--- config.mk ---
export PLATFORM = sky130hd
export DESIGN_NAME = rf_wb_ctrl_flat
export DESIGN_NICKNAME = d
export VERILOG_FILES = /design/src/rtl/rf_wb_pkg.sv /design/src/rtl/rf_wb_ctrl_if.sv /design/src/rtl/rf_wb_fifo.sv /design/src/rtl/rf_wb_ctrl.sv /design/src/flat_wrapper.sv
export SDC_FILE = /design/constraint.sdc
export NUM_CORES = 1
export LEC_CHECK = 0
export CELL_PAD_IN_SITES_DETAIL_PLACEMENT = 0
export CELL_PAD_IN_SITES_GLOBAL_PLACEMENT = 1
export CORE_ASPECT_RATIO = 1.25
export CORE_MARGIN = 2
export CORE_UTILIZATION = 26
export CTS_CLUSTER_SIZE = 14
export DETAILED_ROUTE_END_ITERATION = 8
export HOLD_SLACK_MARGIN = 0.06
export PLACE_DENSITY = 0.54
export SYNTH_ARGS = -nofsm -noshare
export SYNTH_HDL_FRONTEND = slang
export SYNTH_HIERARCHICAL = 1
export SYNTH_SLANG_ARGS = --single-unit
--- constraint.sdc ---
create_clock -name clk -period 5.1 [get_ports clk]
set_input_delay 1.02 -clock clk [delete_from_list [all_inputs] [get_ports clk]]
set_output_delay 1.02 -clock clk [all_outputs]
set_load 0.01 [all_outputs]
--- src/rtl/rf_wb_pkg.sv ---
// rf_wb_pkg: shared widths and the long-latency FIFO entry type for the register-file write controller
package rf_wb_pkg;
  localparam int REG_AW = 5;
  localparam int DATA_W = 32;
  localparam int NUM_REGS = 32;
  typedef struct packed {
    logic [REG_AW-1:0] rdc;
    logic [DATA_W-1:0] data;
  } wb_entry_t;
endpackage

--- src/rtl/rf_wb_ctrl_if.sv ---
// rf_wb_ctrl_if: bundle of pipeline writeback, long-latency result, issue, decode query and
// register-file write signals; ctrl modport is the controller side, src modport the environment side
interface rf_wb_ctrl_if #(parameter int CNT_W = 3);
  import rf_wb_pkg::*;
  logic wb_valid;
  logic [REG_AW-1:0] wb_rdc;
  logic [DATA_W-1:0] wb_data;
  logic lu_valid;
  logic lu_ready;
  logic [REG_AW-1:0] lu_rdc;
  logic [DATA_W-1:0] lu_data;
  logic iss_valid;
  logic [REG_AW-1:0] iss_rdc;
  logic [REG_AW-1:0] rsc;
  logic [REG_AW-1:0] rtc;
  logic rs_busy;
  logic rt_busy;
  logic RF_w;
  logic [REG_AW-1:0] rdc;
  logic [DATA_W-1:0] rd;
  logic [CNT_W-1:0] fifo_count;
  logic conflict;
  modport ctrl (
    input wb_valid, wb_rdc, wb_data, lu_valid, lu_rdc, lu_data, iss_valid, iss_rdc, rsc, rtc,
    output lu_ready, rs_busy, rt_busy, RF_w, rdc, rd, fifo_count, conflict
  );
  modport src (
    output wb_valid, wb_rdc, wb_data, lu_valid, lu_rdc, lu_data, iss_valid, iss_rdc, rsc, rtc,
    input lu_ready, rs_busy, rt_busy, RF_w, rdc, rd, fifo_count, conflict
  );
endinterface

--- src/rtl/rf_wb_fifo.sv ---
// rf_wb_fifo: synchronous FIFO of wb_entry_t; ports clk, rst_n (async low), push/din, pop/dout, full, empty, count
module rf_wb_fifo
  import rf_wb_pkg::*;
#(
  parameter int DEPTH = 4,
  parameter int CNT_W = $clog2(DEPTH) + 1
) (
  input  logic clk,
  input  logic rst_n,
  input  logic push,
  input  logic pop,
  input  wb_entry_t din,
  output wb_entry_t dout,
  output logic full,
  output logic empty,
  output logic [CNT_W-1:0] count
);
  localparam int PW = $clog2(DEPTH);
  wb_entry_t mem [DEPTH];
  logic [PW-1:0] wr_ptr, rd_ptr;
  logic wr, rd;
  assign full = count == CNT_W'(DEPTH);
  assign empty = count == '0;
  assign wr = push && !full;
  assign rd = pop && !empty;
  assign dout = mem[rd_ptr];
  always_ff @(posedge clk or negedge rst_n)
    if (!rst_n) begin
      wr_ptr <= '0;
      rd_ptr <= '0;
      count <= '0;
    end else begin
      wr_ptr <= wr ? wr_ptr + 1'b1 : wr_ptr;
      rd_ptr <= rd ? rd_ptr + 1'b1 : rd_ptr;
      count <= count + CNT_W'(wr) - CNT_W'(rd);
    end
  always_ff @(posedge clk)
    if (wr) mem[wr_ptr] <= din;
endmodule

--- src/rtl/rf_wb_ctrl.sv ---
// rf_wb_ctrl: merges pipeline writebacks and FIFO-buffered long-latency results onto the single
// register-file write port (RF_w/rdc/rd) and keeps a per-register pending scoreboard for decode.
// Ports: clk, rst_n (async active-low), bus (rf_wb_ctrl_if.ctrl). Optional macro RF_WB_BYPASS_EN lets an
// accepted result go straight to the output registers when the FIFO is empty and the pipeline is idle.
module rf_wb_ctrl
  import rf_wb_pkg::*;
#(
  parameter int DEPTH = 4,
  parameter int CNT_W = $clog2(DEPTH) + 1
) (
  input logic clk,
  input logic rst_n,
  rf_wb_ctrl_if.ctrl bus
);
  logic [NUM_REGS-1:0] pending, pending_nxt;
  logic rf_w, src_lu, conflict, full, empty;
  logic [REG_AW-1:0] rdc_q;
  logic [DATA_W-1:0] rd_q;
  logic [CNT_W-1:0] count;
  logic wb_w, lu_ok, byp, push, pop;
  wb_entry_t head;
  assign wb_w = bus.wb_valid && bus.wb_rdc != '0;
  assign lu_ok = bus.lu_valid && !full && bus.lu_rdc != '0;
`ifdef RF_WB_BYPASS_EN
  assign byp = lu_ok && empty && !wb_w;
`else
  assign byp = 1'b0;
`endif
  assign push = lu_ok && !byp;
  assign pop = !wb_w && !empty;
  rf_wb_fifo #(.DEPTH(DEPTH), .CNT_W(CNT_W)) u_fifo (
    .clk(clk),
    .rst_n(rst_n),
    .push(push),
    .pop(pop),
    .din('{rdc: bus.lu_rdc, data: bus.lu_data}),
    .dout(head),
    .full(full),
    .empty(empty),
    .count(count)
  );
  // A long-latency write clears its busy bit one posedge after RF_w, once the negedge write has landed;
  // a same-cycle issue to that register re-arms it.
  always_comb begin
    pending_nxt = pending;
    if (rf_w && src_lu) pending_nxt[rdc_q] = 1'b0;
    if (bus.iss_valid && bus.iss_rdc != '0) pending_nxt[bus.iss_rdc] = 1'b1;
    pending_nxt[0] = 1'b0;
  end
  always_ff @(posedge clk or negedge rst_n)
    if (!rst_n) begin
      rf_w <= 1'b0;
      src_lu <= 1'b0;
      rdc_q <= '0;
      rd_q <= '0;
      pending <= '0;
      conflict <= 1'b0;
    end else begin
      pending <= pending_nxt;
      conflict <= conflict || (wb_w && pending[bus.wb_rdc]);
      rf_w <= wb_w || pop || byp;
      src_lu <= !wb_w && (pop || byp);
      rdc_q <= wb_w ? bus.wb_rdc : pop ? head.rdc : byp ? bus.lu_rdc : rdc_q;
      rd_q <= wb_w ? bus.wb_data : pop ? head.data : byp ? bus.lu_data : rd_q;
    end
  assign bus.lu_ready = !full;
  assign bus.rs_busy = pending[bus.rsc];
  assign bus.rt_busy = pending[bus.rtc];
  assign bus.RF_w = rf_w;
  assign bus.rdc = rdc_q;
  assign bus.rd = rd_q;
  assign bus.fifo_count = count;
  assign bus.conflict = conflict;
endmodule

--- src/flat_wrapper.sv ---
// flat-port wrapper written by rule: the top's interface ports become plain ports
module rf_wb_ctrl_flat import rf_wb_pkg::*;
#(
  parameter int DEPTH = 4,
  parameter int CNT_W = $clog2(DEPTH) + 1
)
  (clk, rst_n, bus_wb_valid, bus_wb_rdc, bus_wb_data, bus_lu_valid, bus_lu_rdc, bus_lu_data, bus_iss_valid, bus_iss_rdc, bus_rsc, bus_rtc, bus_lu_ready, bus_rs_busy, bus_rt_busy, bus_RF_w, bus_rdc, bus_rd, bus_fifo_count, bus_conflict);
  rf_wb_ctrl_if #(.CNT_W(CNT_W)) bus_i ();
  input logic clk;
  input logic rst_n;
  input wire logic [$bits(bus_i.wb_valid)-1:0] bus_wb_valid;
  input wire logic [$bits(bus_i.wb_rdc)-1:0] bus_wb_rdc;
  input wire logic [$bits(bus_i.wb_data)-1:0] bus_wb_data;
  input wire logic [$bits(bus_i.lu_valid)-1:0] bus_lu_valid;
  input wire logic [$bits(bus_i.lu_rdc)-1:0] bus_lu_rdc;
  input wire logic [$bits(bus_i.lu_data)-1:0] bus_lu_data;
  input wire logic [$bits(bus_i.iss_valid)-1:0] bus_iss_valid;
  input wire logic [$bits(bus_i.iss_rdc)-1:0] bus_iss_rdc;
  input wire logic [$bits(bus_i.rsc)-1:0] bus_rsc;
  input wire logic [$bits(bus_i.rtc)-1:0] bus_rtc;
  output wire logic [$bits(bus_i.lu_ready)-1:0] bus_lu_ready;
  output wire logic [$bits(bus_i.rs_busy)-1:0] bus_rs_busy;
  output wire logic [$bits(bus_i.rt_busy)-1:0] bus_rt_busy;
  output wire logic [$bits(bus_i.RF_w)-1:0] bus_RF_w;
  output wire logic [$bits(bus_i.rdc)-1:0] bus_rdc;
  output wire logic [$bits(bus_i.rd)-1:0] bus_rd;
  output wire logic [$bits(bus_i.fifo_count)-1:0] bus_fifo_count;
  output wire logic [$bits(bus_i.conflict)-1:0] bus_conflict;
  assign bus_i.wb_valid = bus_wb_valid;
  assign bus_i.wb_rdc = bus_wb_rdc;
  assign bus_i.wb_data = bus_wb_data;
  assign bus_i.lu_valid = bus_lu_valid;
  assign bus_i.lu_rdc = bus_lu_rdc;
  assign bus_i.lu_data = bus_lu_data;
  assign bus_i.iss_valid = bus_iss_valid;
  assign bus_i.iss_rdc = bus_iss_rdc;
  assign bus_i.rsc = bus_rsc;
  assign bus_i.rtc = bus_rtc;
  assign bus_lu_ready = bus_i.lu_ready;
  assign bus_rs_busy = bus_i.rs_busy;
  assign bus_rt_busy = bus_i.rt_busy;
  assign bus_RF_w = bus_i.RF_w;
  assign bus_rdc = bus_i.rdc;
  assign bus_rd = bus_i.rd;
  assign bus_fifo_count = bus_i.fifo_count;
  assign bus_conflict = bus_i.conflict;
  rf_wb_ctrl #(.DEPTH(DEPTH), .CNT_W(CNT_W)) u_core (.clk(clk), .rst_n(rst_n), .bus(bus_i));
endmodule
==> reports/qor.csv, run 1 <==
metric,value,unit
first_pass_iters,5,
multi_input_area,3070,sq um
core-area,36400,sq um
dieArea,38600,sq um
max_slew.worst_pin.slew,1.16,ns
grt_use_total,12.9,%
routed-via-count,5815,
finalSetupTns,0,ns
start_util,26.5,%
clock_sinks,226,
overflow,0,
syn2layout_area_growth,27.6,%
antenna_found_initial,3,
synth_area_per_cell,16.4,sq um
grt_pass1_vias,6247,
postCtsSetupBuffers,0,
hold_path.class,reg2reg,
path_clk_slew,0.06,ns
vdd_drop_max,0.221,mV
end_kind,output pin,
place.gp.congestion,0.820,
wl_met3,1700,microns
min_to,u_core/bus.conflict,
status,"complete, no violations",
holdPathStages,2,
pre_cts_ws,0.440,ns
netlist.area_leader.share,46.1,%
fin_crit_sh,90.7,%
ant_nets,0,
postPlaceCellArea,11500,sq um
io-pin-count,139,
fin_ws,0.476,ns
route.detailed.drc,0,
fill_cells,3502,
wl_met2,12300,microns
fmax,0.216,GHz
final_area,12300,sq um
period_minus_slack,4.62,ns
power.density,540,nW/um^2
worstSetupStartpointType,input port,
die_h,219,microns
num_antenna_cells,0,
ys_ff_latch,226,
required,4.08,ns
cts_tree,done,
nNetsFinal,823,
clock_latency,0.53,ns
relSlewSlack,22.4,%
post_cts_resize_count,0,
cts_buffers,25,
cp-startpoint,bus_rtc[0],
synth_fp_nets,687,
routedWlPerCell,20.3,microns
synth_cell_types,40,
reg2reg_to,u_core/u_fifo/count[2],
htreeDepth,1,
cp_max_fo,9,
maxCapViolCount,0,
synth_largest_area_cell,edfxtp_1,
slew_violations,0,
syn_inst,586,
synth_area_leaders,"edfxtp_1 (46%), dfrtp_1 (20%), mux4_2 (14%)",
skew,0.0132,ns
grt_max_degree,71,
rsz0062_at_grt,false,
final_common_cell,edfxtp_1,
met1_length,10100,microns
drive_gt1_share,16.6,%
seqCellArea,6400,sq um
layout_common_cells,"edfxtp_1 (148), clkdlybuf4s50_1 (137), o21ai_0 (96), dfrtp_1 (76), mux4_2 (62)",
hold_viol,0,
highest_layer,met5,
clock-root-buffer,clkbuf_16,
critPathKind,in2out,
clockBufferDepth,3,
drt_iter0_markers,439,
r2r_cells,10,
reg2reg_slack,2.39,ns
setup_viol,0,
yosysWarningCount,6,
hold_path.startpoint,u_core/bus.conflict,
grt_pass1_wl,38000,microns
ys_seq_area_share,66.4,%
routed_wl,24800,microns
detailed_place_hpwl,16100,microns
r2r_start,u_core/u_fifo/count[2],
worstPathArrival,3.60,ns
die_w,176,microns
vias_per_cell,4.76,
rows,78,
total_leakage_power,4.14,nW
hold_buffers,0,
port_buffers,138,
syn-cell-area,9640,sq um
-- synthesized netlist by cell type --
library cell  number
o311a_1            1
o211ai_1           3
o31a_1             1
a31oi_1            1
nor2_1             6
o31ai_1            1
o21ai_1            3
inv_1              7
and3b_1            4
mux2i_1           41
a221o_1            1
mux4_2            62
nand4_1            1
nand2_1           43
nand2b_1           6
o21ai_0           96
nor2b_1            1
xor2_1             1
edfxtp_1         148
nor3_1             1
nand4bb_1          2
dfrtp_1           78
ha_1               6
a21oi_1            4
buf_4              2
buf_2              7
nor3b_2            1
o311ai_1           1
clkbuf_1          21
or3b_2             3
fa_1               1
buf_1              2
nand4b_1           3
and3_1             1
or3_1              5
nand3_1            3
nand3b_1           8
buf_6              2
mux2_2             5
xnor2_1            3
-- state kept, by name, indices dropped and copies added, names as in the netlist --
name / cells
u_core/u_fifo/mem: 148
u_core/bus.rd: 32
u_core/pending: 31
u_core/bus.rdc: 5
u_core/u_fifo/count: 3
u_core/u_fifo/rd_ptr: 2
u_core/u_fifo/wr_ptr: 2
u_core/bus.RF_w: 1
u_core/bus.conflict: 1
u_core/src_lu: 1
-- metal layers --
metal / vias to the layer above / global-route usage [%]
met1: 2953 / 16.1
met5: - / 0
li1: 2569 / -
met3: 54 / 3.14
met2: 233 / 21.8
met4: 6 / 4.27
-- critical path, stage by stage --
cell and delay [ns]:
clkdlybuf4s50_1 0.79, mux4_2 0.57, mux4_2 0.48, mux2_2 0.27, clkdlybuf4s50_1 0.47
-- power breakdown --
part           total (mW)  switching, mW  internal (mW)  leakage (nW)
clock network        1.73          0.728           1.00         0.388
registers            2.94          0.456           2.49          2.24
logic                1.96          0.887           1.08          1.51
-- cell families after synthesis --
family,Yosys count,share of synthesized area [%]
xor+xnor,4,0.364
flops,226,66.4
fa+ha+maj,7,0.987
simple gates,88,4.92
buf+inv,41,1.92
compound gates,112,6.11
mux,108,19.3
-- layout make-up --
type	instances	area share, %
flip-flops and latches	226	52.0
multi-input cells	319	25.0
repair buffers	143	11.5
clock buffers	28	5.18
well taps	480	4.88
clock inverters	18	1.20
inverters	7	0.214
-- worst max-delay path by stage --
stage	endpoint	slack, ns	depth (start not counted)
6_report	bus_rt_busy	0.48	5
5_1_grt	bus_rt_busy	0.35	5
3_5_place_dp	bus_rt_busy	0.44	5
2_1_floorplan	u_core/u_fifo/count[2]	1.46	14
4_1_cts	bus_rt_busy	0.44	5
3_3_place_gp	bus_rs_busy	0.47	5
-- per-stage QoR --
step	util (%)	hold WS [ns]	total power, mW	cells
after floorplan	-	0.498	4.09	586
after global placement	31.6	0.509	4.93	1175
after detailed placement	31.6	0.512	4.99	1175
after CTS	33.8	0.526	6.76	1221
after global routing	33.8	0.539	7.03	1221
final	33.8	0.518	6.64	1221
(Power assumes the default switching activity.)
==> inputs of run 2 (changes only) <==
Settings changed: CTS_CLUSTER_SIZE 14 to 8.
==> run 2 against run 1 <==
  * Non-clock buffer count unchanged
  * Cell area increased by 1.8%
  * Via count increased by 0.15%
  * Wire length increased by 0.70%
  * Global-route usage increased by 0.27 points
  * Largest power group unchanged
  * Highest routed layer unchanged
==> reports/qor.csv, run 2 (synthesis results as in run 1) <==
metric,value,unit,change
critPathKind,in2out,,unchanged
cp-startpoint,bus_rsc[0],,was bus_rtc[0]
drive_gt1_share,16.4,%,was 16.6%
fill_cells,3472,,was 3502
num_antenna_cells,0,,unchanged
antenna_found_initial,3,,unchanged
end_kind,output pin,,unchanged
fmax,0.216,GHz,about the same
syn2layout_area_growth,29.9,%,was 27.6%
power.density,559,nW/um^2,was 540 nW/um^2
clock_sinks,226,,unchanged
r2r_start,u_core/u_fifo/count[2],,unchanged
finalSetupTns,0,ns,unchanged
cts_buffers,34,,was 25
clock-root-buffer,clkbuf_16,,unchanged
r2r_cells,10,,unchanged
hold_viol,0,,unchanged
instances_no_fill,1236,,was 1221
grt_max_degree,71,,unchanged
period_minus_slack,4.63,ns,was 4.62 ns
htreeDepth,2,,was 1
clockBufferDepth,3,,unchanged
start_util,26.5,%,unchanged
drt_iter0_markers,485,,was 439
postCtsSetupBuffers,0,,unchanged
slew_violations,0,,unchanged
io-pin-count,139,,unchanged
largest-register,u_core/u_fifo/mem,,unchanged
required,4.08,ns,about the same
total_leakage_power,4.23,nW,was 4.14 nW
first_pass_iters,4,,was 5
hold_buffers,0,,unchanged
grt_use_total,13.1,%,was 12.9%
routed-via-count,5824,,was 5815
worstPathArrival,3.61,ns,was 3.60 ns
overflow,0,,unchanged
reg2reg_to,u_core/u_fifo/count[2],,unchanged
status,"complete, no violations",,unchanged
setup_viol,0,,unchanged
worstSetupStartpointType,input port,,unchanged
cp_max_fo,9,,unchanged
maxCapViolCount,0,,unchanged
rsz0062_at_grt,false,,unchanged
routed_wl,25000,microns,was 24800 microns
vias_per_cell,4.71,,was 4.76
clock_latency,0.50,ns,was 0.53 ns
rows,78,,unchanged
reg2reg_slack,2.40,ns,was 2.39 ns
hold_path.class,reg2reg,,unchanged
grt_pass1_vias,6399,,was 6247
final_common_cell,edfxtp_1,,unchanged
vdd_drop_max,0.270,mV,was 0.221 mV
post_cts_resize_count,0,,unchanged
nNetsFinal,832,,was 823
place.gp.congestion,0.820,,unchanged
cp-endpoint,bus_rs_busy,,was bus_rt_busy
core-area,36400,sq um,unchanged
layout_common_cells,"edfxtp_1 (148), clkdlybuf4s50_1 (137), o21ai_0 (96), dfrtp_1 (76), mux4_2 (62)",,unchanged
max_slew.worst_pin.slew,1.17,ns,was 1.16 ns
port_buffers,138,,unchanged
die_h,219,microns,unchanged
cts_tree,done,,unchanged
post-place-cells,1175,,unchanged
die_w,176,microns,unchanged
relSlewSlack,22.0,%,was 22.4%
dieArea,38600,sq um,unchanged
fin_util,34.4,%,was 33.8%
ant_nets,0,,unchanged
grt_pass1_wl,38400,microns,was 38000 microns
path_clk_slew,0.05,ns,was 0.06 ns
skew,0.0187,ns,was 0.0132 ns
largest_reg_flops,148,,unchanged
fin_crit_sh,90.8,%,was 90.7%
detailed_place_hpwl,16100,microns,unchanged
routedWlPerCell,20.2,microns,was 20.3 microns
route.detailed.drc,0,,unchanged
hold_path.startpoint,u_core/bus.conflict,,unchanged
## run 2: cell types whose count changed in the layout (fill, tap and decap cells not counted)
cell | previous run | this run
clkinvlp_4 | 1 | 0
clkbuf_16 | 25 | 34
clkinv_8 | 0 | 1
bufinv_16 | 2 | 1
clkinv_2 | 7 | 0
clkbuf_8 | 0 | 1
clkinv_4 | 1 | 0
clkbuf_1 | 3 | 22
clkinv_1 | 5 | 0
## run 2: report_power, final
part	switching [mW]	internal [mW]	total, mW
clock	0.780	1.31	2.09
sequential	0.452	2.49	2.95
combinational	0.885	1.08	1.96
total	2.12	4.88	7.00
## run 2: stage by stage
stage | area (sq um) | hold slack, ns | total power [mW] | setup slack [ns]
after floorplan | 9640 | 0.498 | 4.09 | 1.46
after global placement | 11500 | 0.509 | 4.93 | 0.473
after detailed placement | 11500 | 0.512 | 4.99 | 0.440
after CTS | 12500 | 0.524 | 7.14 | 0.435
after global routing | 12500 | 0.537 | 7.42 | 0.351
final | 12500 | 0.516 | 7.00 | 0.472
## run 2: layout make-up
cell class,instances,area [sq um],area share [%]
repair buffers,143,1420,11.3
flip-flops and latches,226,6400,51.1
clock buffers,57,947,7.56
multi-input cells,319,3070,24.5
well taps,480,601,4.80
inverters,7,26.3,0.210
clock inverters,4,63.8,0.510
## run 2: metal layers
metal	track usage, %	vias to the layer above	wire length, microns
met5	0	-	46
met4	5.15	6	574
met3	3.85	47	1710
met2	22.1	213	12600
met1	15.8	2966	10100
li1	-	2592	-
## run 2: worst max-delay path, stage by stage
cell and delay [ns]:
clkdlybuf4s50_1 0.81, mux4_2 0.56, mux4_2 0.47, mux2_2 0.27, clkdlybuf4s50_1 0.47
## run 2: how the worst min path moves through the flow
stage | endpoint | cells after the start | slack, ns
final | u_core/bus.conflict | 2 | 0.52
after floorplan | u_core/pending[10] | 2 | 0.50
after global placement | u_core/bus.conflict | 2 | 0.51
after global routing | u_core/bus.conflict | 2 | 0.54
after CTS | u_core/bus.conflict | 2 | 0.52
after detailed placement | u_core/bus.conflict | 2 | 0.51
